[src/rtl/aes_ecb_req_scheduler_if.sv]
// Requester/response bus of the AES-ECB request scheduler.
// The slave modport is the scheduler's view; the master modport is the host's view.
interface aes_ecb_req_scheduler_if #(
   parameter int NUM_REQ     = 2,
   parameter int INOUT_WIDTH = 128,
   parameter int ID_W        = 2
);
   logic [NUM_REQ-1:0]             req_valid_i;
   logic [NUM_REQ*INOUT_WIDTH-1:0] req_bytes_i;
   logic [NUM_REQ-1:0]             req_ready_o;
   logic                           rsp_valid_o;
   logic [INOUT_WIDTH-1:0]         rsp_bytes_o;
   logic [ID_W-1:0]                rsp_id_o;
   logic                           rsp_ready_i;

   modport slave (
      input  req_valid_i, req_bytes_i, rsp_ready_i,
      output req_ready_o, rsp_valid_o, rsp_bytes_o, rsp_id_o
   );

   modport master (
      output req_valid_i, req_bytes_i, rsp_ready_i,
      input  req_ready_o, rsp_valid_o, rsp_bytes_o, rsp_id_o
   );
endinterface

[src/rtl/aes_ecb_req_scheduler.sv]
// Round-robin scheduler sharing one pipelined AES-ECB core among NUM_REQ requesters,
// with credit-based flow control so the result FIFO can never overflow.
module aes_ecb_req_scheduler #(
   parameter int NUM_REQ     = 2,
   parameter int DEPTH       = 16,
   parameter int INOUT_WIDTH = 128,
   parameter int ID_W        = 2
) (
   input  logic                     clk_i,
   input  logic                     rst_i,
   aes_ecb_req_scheduler_if.slave   bus,
   output logic                     core_rst_n_o,
   output logic                     core_enable_o,
   output logic                     core_start_o,
   output logic [INOUT_WIDTH-1:0]   core_bytes_o,
   input  logic                     core_busy_i,
   input  logic [INOUT_WIDTH-1:0]   core_bytes_i,
   input  logic                     core_valid_i,
   output logic [$clog2(DEPTH):0]   inflight_o,
   output logic                     err_o
);
   localparam int CNT_W = $clog2(DEPTH) + 1;
   localparam int AW    = $clog2(DEPTH);
   localparam int PTR_W = (NUM_REQ > 1) ? $clog2(NUM_REQ) : 1;
   localparam int RES_W = ID_W + INOUT_WIDTH;

   localparam logic [0:0] ST_IDLE = 1'b0;
   localparam logic [0:0] ST_RUN  = 1'b1;

   logic [0:0]             st_q;
   logic [PTR_W-1:0]       rr_ptr_q;
   logic [CNT_W-1:0]       inflight_q;
   logic                   can_issue;
   logic                   grant_vld;
   logic [PTR_W-1:0]       grant_idx;
   logic [PTR_W:0]         scan_idx;
   logic [INOUT_WIDTH-1:0] grant_bytes;

   logic [ID_W-1:0]        tag_mem [DEPTH];
   logic [AW-1:0]          tag_wr_q, tag_rd_q;
   logic [CNT_W-1:0]       tag_cnt_q;
   logic                   tag_empty, tag_push, tag_pop;

   logic [RES_W-1:0]       res_mem [DEPTH];
   logic [AW-1:0]          res_wr_q, res_rd_q;
   logic [CNT_W-1:0]       res_cnt_q;
   logic                   res_valid, res_pop;

   assign core_rst_n_o  = ~rst_i;
   assign core_enable_o = (st_q == ST_RUN);
   assign inflight_o    = inflight_q;
   assign can_issue     = core_enable_o & ~core_busy_i & (inflight_q < CNT_W'(DEPTH));

   // NOTE: every variable assigned in always_comb gets a default first, so no latch is inferred.
   always_comb begin
      grant_vld = 1'b0;
      grant_idx = '0;
      scan_idx  = '0;
      for (int k = 0; k < NUM_REQ; k++) begin
         scan_idx = {1'b0, rr_ptr_q} + (PTR_W+1)'(k);
         if (scan_idx >= (PTR_W+1)'(NUM_REQ)) scan_idx = scan_idx - (PTR_W+1)'(NUM_REQ);
         if (!grant_vld && can_issue && bus.req_valid_i[scan_idx[PTR_W-1:0]]) begin
            grant_vld = 1'b1;
            grant_idx = scan_idx[PTR_W-1:0];
         end
      end
   end

   assign bus.req_ready_o = grant_vld ? (NUM_REQ'(1) << grant_idx) : '0;
   assign grant_bytes     = bus.req_bytes_i[int'(grant_idx)*INOUT_WIDTH +: INOUT_WIDTH];

   assign tag_empty = (tag_cnt_q == '0);
   assign tag_push  = grant_vld;
   assign tag_pop   = core_valid_i & ~tag_empty;

   // Results are shown first-word-fall-through; outputs read zero while nothing is buffered.
   assign res_valid       = (res_cnt_q != '0);
   assign res_pop         = res_valid & bus.rsp_ready_i;
   assign bus.rsp_valid_o = res_valid;
   assign {bus.rsp_id_o, bus.rsp_bytes_o} = res_valid ? res_mem[res_rd_q] : '0;

   // NOTE: FIFO storage is deliberately not reset; the pointers and counts define validity.
   always_ff @(posedge clk_i) begin
      if (tag_push) tag_mem[tag_wr_q] <= ID_W'(grant_idx);
      if (tag_pop)  res_mem[res_wr_q] <= {tag_mem[tag_rd_q], core_bytes_i};
   end

   // NOTE: sequential state uses non-blocking assignments so every register samples pre-edge values.
   always_ff @(posedge clk_i) begin
      if (rst_i) begin
         st_q         <= ST_IDLE;
         rr_ptr_q     <= '0;
         inflight_q   <= '0;
         core_start_o <= 1'b0;
         core_bytes_o <= '0;
         err_o        <= 1'b0;
         tag_wr_q     <= '0;
         tag_rd_q     <= '0;
         tag_cnt_q    <= '0;
         res_wr_q     <= '0;
         res_rd_q     <= '0;
         res_cnt_q    <= '0;
      end else begin
         st_q         <= ST_RUN;
         core_start_o <= grant_vld;
         if (grant_vld) begin
            core_bytes_o <= grant_bytes;
            rr_ptr_q     <= (grant_idx == PTR_W'(NUM_REQ-1)) ? '0 : grant_idx + PTR_W'(1);
         end
         inflight_q <= inflight_q + CNT_W'(grant_vld) - CNT_W'(res_pop);
         // A return with no outstanding tag cannot be attributed; drop it and flag it.
         if (core_valid_i && tag_empty) err_o <= 1'b1;

         if (tag_push) tag_wr_q <= tag_wr_q + AW'(1);
         if (tag_pop)  tag_rd_q <= tag_rd_q + AW'(1);
         tag_cnt_q <= tag_cnt_q + CNT_W'(tag_push) - CNT_W'(tag_pop);

         if (tag_pop) res_wr_q <= res_wr_q + AW'(1);
         if (res_pop) res_rd_q <= res_rd_q + AW'(1);
         res_cnt_q <= res_cnt_q + CNT_W'(tag_pop) - CNT_W'(res_pop);
      end
   end
endmodule

[src/flat_wrapper.sv]
// flat-port wrapper written by rule: the top's interface ports become plain ports
module aes_ecb_req_scheduler_flat 
#(
   parameter int NUM_REQ     = 2,
   parameter int DEPTH       = 16,
   parameter int INOUT_WIDTH = 128,
   parameter int ID_W        = 2
)
  (clk_i, rst_i, core_rst_n_o, core_enable_o, core_start_o, core_bytes_o, core_busy_i, core_bytes_i, core_valid_i, inflight_o, err_o, bus_req_valid_i, bus_req_bytes_i, bus_rsp_ready_i, bus_req_ready_o, bus_rsp_valid_o, bus_rsp_bytes_o, bus_rsp_id_o);
  aes_ecb_req_scheduler_if #(.NUM_REQ(NUM_REQ), .INOUT_WIDTH(INOUT_WIDTH), .ID_W(ID_W)) bus_i ();
  input  logic clk_i;
  input  logic rst_i;
  output logic core_rst_n_o;
  output logic core_enable_o;
  output logic core_start_o;
  output logic [INOUT_WIDTH-1:0] core_bytes_o;
  input  logic core_busy_i;
  input  logic [INOUT_WIDTH-1:0] core_bytes_i;
  input  logic core_valid_i;
  output logic [$clog2(DEPTH):0] inflight_o;
  output logic err_o;
  input wire logic [$bits(bus_i.req_valid_i)-1:0] bus_req_valid_i;
  input wire logic [$bits(bus_i.req_bytes_i)-1:0] bus_req_bytes_i;
  input wire logic [$bits(bus_i.rsp_ready_i)-1:0] bus_rsp_ready_i;
  output wire logic [$bits(bus_i.req_ready_o)-1:0] bus_req_ready_o;
  output wire logic [$bits(bus_i.rsp_valid_o)-1:0] bus_rsp_valid_o;
  output wire logic [$bits(bus_i.rsp_bytes_o)-1:0] bus_rsp_bytes_o;
  output wire logic [$bits(bus_i.rsp_id_o)-1:0] bus_rsp_id_o;
  assign bus_i.req_valid_i = bus_req_valid_i;
  assign bus_i.req_bytes_i = bus_req_bytes_i;
  assign bus_i.rsp_ready_i = bus_rsp_ready_i;
  assign bus_req_ready_o = bus_i.req_ready_o;
  assign bus_rsp_valid_o = bus_i.rsp_valid_o;
  assign bus_rsp_bytes_o = bus_i.rsp_bytes_o;
  assign bus_rsp_id_o = bus_i.rsp_id_o;
  aes_ecb_req_scheduler #(.NUM_REQ(NUM_REQ), .DEPTH(DEPTH), .INOUT_WIDTH(INOUT_WIDTH), .ID_W(ID_W)) u_core (.clk_i(clk_i), .rst_i(rst_i), .bus(bus_i), .core_rst_n_o(core_rst_n_o), .core_enable_o(core_enable_o), .core_start_o(core_start_o), .core_bytes_o(core_bytes_o), .core_busy_i(core_busy_i), .core_bytes_i(core_bytes_i), .core_valid_i(core_valid_i), .inflight_o(inflight_o), .err_o(err_o));
endmodule
[config.mk]
export PLATFORM = sky130hd
export DESIGN_NAME = aes_ecb_req_scheduler_flat
export DESIGN_NICKNAME = d
export VERILOG_FILES = /design/src/rtl/aes_ecb_req_scheduler_if.sv /design/src/rtl/aes_ecb_req_scheduler.sv /design/src/flat_wrapper.sv
export SDC_FILE = /design/constraint.sdc
export NUM_CORES = 2
export LEC_CHECK = 0
export CAP_MARGIN = 20
export CORE_AREA = 3 3 402 404
export DETAILED_ROUTE_END_ITERATION = 10
export DIE_AREA = 0 0 405 407
export PLACE_DENSITY = 0.8
export SYNTH_ARGS = -nofsm -noshare
export SYNTH_HDL_FRONTEND = slang
export SYNTH_SLANG_ARGS = --single-unit
[constraint.sdc]
create_clock -name clk_i -period 14.1 [get_ports clk_i]
set_input_delay 2.82 -clock clk_i [delete_from_list [all_inputs] [get_ports clk_i]]
set_output_delay 2.82 -clock clk_i [all_outputs]
set_load 0.02 [all_outputs]
After elaboration in Yosys (flattened, before gate mapping):

Memories as Yosys holds them, arrays and structs flattened. A register that Yosys moved wholly into a read port is not among the register bits.
Index checks and enable logic that the tools add are counted.

* reductions and logical operators: 7
* muxes and demuxes: 22
* magnitude comparators: 5
* $add $sub $neg: 14
* shift operators: 2
* bitwise logic cells: 7

Operators with widths (number)
* 256-bit by 9-bit indexed part select with 128-bit output: 1
* 130-bit 2-to-1 mux: 1
* 4-bit by 1-bit adder with 4-bit output (second input constant): 4
* 1-bit 2-to-1 mux: 16
* 4-bit 2-to-1 mux: 4
* 5-bit by 1-bit adder with 5-bit output: 3
* 5-bit by 1-bit subtractor with 5-bit output: 3
* 5-bit zero test: 1
* 5-bit less-than comparator (second input constant): 1
* 5-bit nonzero test: 1
* 1-bit bitwise AND: 4
* 1-bit logical AND: 4
* 1-bit by 2-bit less-than comparator with 1-bit output (second input constant): 2
* 1-bit inverter: 3
* 1-bit by 1-bit adder with 2-bit output (second input constant): 1
* 1-bit by 2-bit greater-or-equal comparator with 1-bit output (second input constant): 1
* 2-bit greater-or-equal comparator (second input constant): 1
* 2-bit 2-to-1 mux: 1
* 1-bit by 1-bit left shift with 2-bit output (first input constant): 1
* 1-bit subtractor (second input constant): 2
* 1-bit adder (second input constant): 1
* 1-bit zero test: 1

* memory bits (writable): 2096
* flip-flop bits (word level): 163
* memories kept: 2
* output and inout port bits: 270
* input port bits: 391

Memories
* u_core.res_mem: words 16, bits a word 130, rd ports 1, clocked after Yosys merged registers in 1, wr ports 1, line aes_ecb_req_scheduler.sv:44 `logic [RES_W-1:0] res_mem [DEPTH];`
* u_core.tag_mem: words 16, bits a word 1, rd ports 1, clocked after Yosys merged registers in 1, wr ports 1, line aes_ecb_req_scheduler.sv:39 `logic [ID_W-1:0] tag_mem [DEPTH];`

Longest topological paths before layout:

* depth in word-level cells: 12
* gate-level depth with buffers: 15

Worst setup path before layout:

No wires, ideal clock.

* path type: input to register
* start: in core_valid_i
* end: mem u_core.res_mem[0][0] (netlist name), enable pin
* stages on the path: 4
* arrival: 11.936 ns
* path slack: 1.389 ns
* cell sequence: and2_1 -> buf_2 -> nand2_1 -> nor3_1

* longest elaborated chain between the ends: 3

RTL lines
* start: declaration: line flat_wrapper.sv:19 `input logic core_valid_i;`
* 1-bit bitwise AND: line aes_ecb_req_scheduler.sv:74 `assign tag_pop = core_valid_i & ~tag_empty;`
* net u_core.tag_pop: line aes_ecb_req_scheduler.sv:42 `logic tag_empty, tag_push, tag_pop;`
* 1-bit 2-to-1 mux: line aes_ecb_req_scheduler.sv:85 `if (tag_pop) res_mem[res_wr_q] <= {tag_mem[tag_rd_q], core_bytes_i};`
* 1-bit 2-to-1 mux (not written as such): line aes_ecb_req_scheduler.sv:85
* end: declaration: line aes_ecb_req_scheduler.sv:44

The timed path passes the listed nets, and every way through them passes these cells.

==> results.cfg <==
[run_status]
status = finished, final reports clean

[layout]
fin_cells = 7529
area_delta_synth_final_pct = 18.4
nNetsFinal = 5642
final_layout_size_suffix_gt1_share_pct = 15.8
final_util_pct = 65.0

[cts]
root_buffer = clkbuf_16
hold_buffers = 0
clock_latency_ns = 0.83
clockBufferDepth = 3
clock-sinks = 2251
cts_setup_buffers = 0
clkTransAtPathRegs_ns = 0.06
cts_tree = done
post_cts_resized = 0
cts_max_level = 4
cts_inserted_buffers = 213

[power_and_ir_drop]
seq_power_share_pct = 41.8
power_switching_mw = 5.56
ir_drop_mv = 0.188
swShare_pct = 29.8
p_leak_nw = 32.2
power_frac_comb_pct = 27.1
p_int_mw = 13.1
clkPwrFrac_pct = 31.1
power.density_nw_per_um2 = 182

[logic_synthesis]
synthFlopType = edfxtp_1
ys_ff_latch = 2251
yosysSeqAreaShare_pct = 75.9
synth-edff-count = 2080
syn_area_um2 = 86800
netlist_instances = 4569
syn_nets = 4988
netlist-cell-type-count = 41
synth_warnings = 0
synthArstFlopShare_pct = 0
syn_avg_cell_area_um2 = 19.0

[sta]
holdWs_ns = 0.471
worst_pin_slew_ns = 1.17
max_freq_ghz = 0.115
period_share_pct = 61.7
relSlewSlack_pct = 21.9
maxSlewViolCount = 0
rsz0062_at_grt = false
finClkSkew_ns = 0.0670
fin_crit_ns = 8.70
setup_viol = 0
finalHoldViolCount = 0
setup_tns_ns = 0
setup_ws_ns = 5.40

[route]
wirelength_mm = 240
wl_per_cell_um = 31.9
drtIter0Drc = 6183
via_per_inst = 6.43
ant_nets = 0
drt_pass1_iterations = 6
drc = 0
num_vias = 48400

[die]
rows = 146
io_pins = 661
core_um2 = 158000
start_util_pct = 54.9
die_area_um2 = 165000
die_h_um = 407
fp.dieW_um = 405

[grt]
grt_pass1_vias = 48800
grt_first_pass_wirelength_mm = 342
grt_start_max_net_pins = 127
grt_usage_pct = 29.0
grt_overflow_total = 0
antenna_found_initial = 57

[worst_setup_path]
cp_max_fo = 57
cp-end-kind = primary output
crit_top_cell = buf_4
critical_path_arrival_ns = 5.88
rr_worst_depth = 8
critical-path-top-delay-family = buffers and inverters
path_buf_inv = 4
critPathLaunchType = register
critical-path-max-stage-delay_ns = 0.92
path_class = register to primary output
r2r_slack_ns = 9.80
reg2reg_to = u_core.res_mem[9][47]$_DFFE_PP_
r2r_start = u_core.tag_cnt_q[2]$_SDFF_PP0_
crit_slowest_cell = dfxtp_4
crit_chain = buf_4, buf_4, buf_4, mux4_2, a22oi_2, o211ai_1, clkdlybuf4s50_1
critPathRequiredTime_ns = 11.28

[place]
dp.final_hpwl_mm = 126
gp_congestion = 0.911
post-place-ws_ns = 6.05
port_buffers = 659
dp.cells = 7079

[hold_path]
hold_path_depth = 2
hp-class = register to register
hp-start = u_core.err_o$_SDFFE_PP0P_
min_to = u_core.err_o$_SDFFE_PP0P_

[run]
drv_cap = 0
layout make-up:
class,instances,area [µm²]
inverters,22,90.1
repair buffers,738,7310
flip-flops and latches,2251,65900
clock inverters,153,1710
fillers,10100,55400
diodes,52,130
well taps,2072,2590
clock buffers,244,5470
multi-input cells,1997,19600
cell usage in the layout (no fill, tap or decap), types with 13 or more instances in the layout:
master	netlist	layout
nand2_1	401	401
nor2_4	0	13
o211ai_1	128	128
edfxtp_1	2080	2080
clkbuf_16	0	214
bufinv_16	0	25
a311oi_1	128	128
a21oi_1	14	14
clkdlybuf4s50_1	0	658
nor2_1	181	168
mux4_2	393	393
inv_1	21	20
clkbuf_1	137	30
xor2_1	13	13
nand3_1	139	138
a22oi_2	30	30
clkinv_1	0	47
buf_4	6	71
ha_1	25	25
dfxtp_1	171	168
a22oi_1	226	226
clkinv_2	0	49
mux2i_1	257	257
diode_2	0	52
cell usage after synthesis, types with 2 or more instances:
library cell	number	area, µm²
clkbuf_1	137	514
nor3b_1	2	15.0
dfxtp_1	171	3420
ha_1	25	313
mux2i_1	257	2570
and3_1	5	31.3
inv_1	21	78.8
o211ai_1	128	961
nand2_1	401	1510
nand2b_1	5	31.3
buf_1	27	101
mux4_2	393	8850
fa_1	3	60.1
nor2b_1	9	56.3
or4b_1	2	20.0
buf_4	6	45.0
a311oi_1	128	1120
edfxtp_1	2080	62500
or2_2	2	12.5
a21o_1	4	30.0
xor2_1	13	114
a22oi_1	226	1700
and2_1	3	18.8
buf_2	114	571
a21oi_1	14	70.1
mux2_2	2	22.5
xnor2_1	8	70.1
a22oi_2	30	375
nand3_1	139	696
nor2_1	181	679
nor3_1	9	45.0
buf_6	15	169
state kept, by name (all words and copies together) (netlist names), named ones only:
| name | flops |
|---|---|
| u_core.tag_mem | 16 |
| u_core.tag_rd_q | 4 |
| u_core.res_wr_q | 4 |
| u_core.tag_wr_q | 4 |
| u_core.res_rd_q | 4 |
| u_core.core_start_o | 1 |
| u_core.tag_cnt_q | 5 |
| u_core.core_bytes_o | 128 |
| u_core.res_cnt_q | 5 |
| u_core.rr_ptr_q | 1 |
| u_core.err_o | 1 |
| u_core.res_mem | 2064 |
| u_core.inflight_o | 5 |
| u_core.core_enable_o | 1 |
layer usage:
metal	GRT usage (%)	part of all wire, %
met1	35.3	35
met2	47.7	50
met3	7.29	10
met4	16.7	5.1
met5	0	0.042
kinds of logic (layout without fill, tap and decap cells):
group,count (synthesis),in the layout,synth area share [%]
flops,2251,2251,75.9
simple gates,761,761,3.61
mux,652,652,13.2
compound gates,534,534,4.93
buf+inv,321,1157,1.71
fa+ha+maj,28,28,0.430
xor+xnor,21,21,0.212
other cells,1,53,0.00432
how the worst max path moves through the flow:
| stage | start | end | slack [ns] | cells after the start |
|---|---|---|---|---|
| after global routing | register | bus_rsp_bytes_o[67] | 5.21 | 7 |
| final | register | bus_rsp_bytes_o[45] | 5.40 | 7 |
| after global placement | core_busy_i | bus_req_ready_o[1] | 6.03 | 5 |
| after detailed placement | core_busy_i | bus_req_ready_o[1] | 6.05 | 5 |
| after CTS | register | bus_rsp_bytes_o[45] | 5.33 | 7 |
| after floorplan | core_valid_i | u_core.res_mem[0][0]$_DFFE_PP_ | 1.39 | 4 |
worst min-delay path: stages (launching register included):
cell and delay (ns):
dfxtp_1 0.33, a21oi_1 0.04, nor2_1 0.07
power by group through the flow:
stage	clock [mW]	combinational, mW	sequential (mW)
after floorplan	0	3.10	7.97
after global placement	0	4.95	7.92
after detailed placement	0	5.02	7.94
after CTS	5.86	5.10	7.80
after global routing	6.13	5.34	7.82
final	5.80	5.06	7.80
per-stage QoR:
stage,cell area (µm²),total power [mW]
2_1_floorplan,86800,11.1
3_3_place_gp,95400,12.9
3_5_place_dp,95400,13.0
4_1_cts,103000,18.8
5_1_grt,103000,19.3
6_report,103000,18.7
No activity file was read; power rests on OpenSTA's default activity.
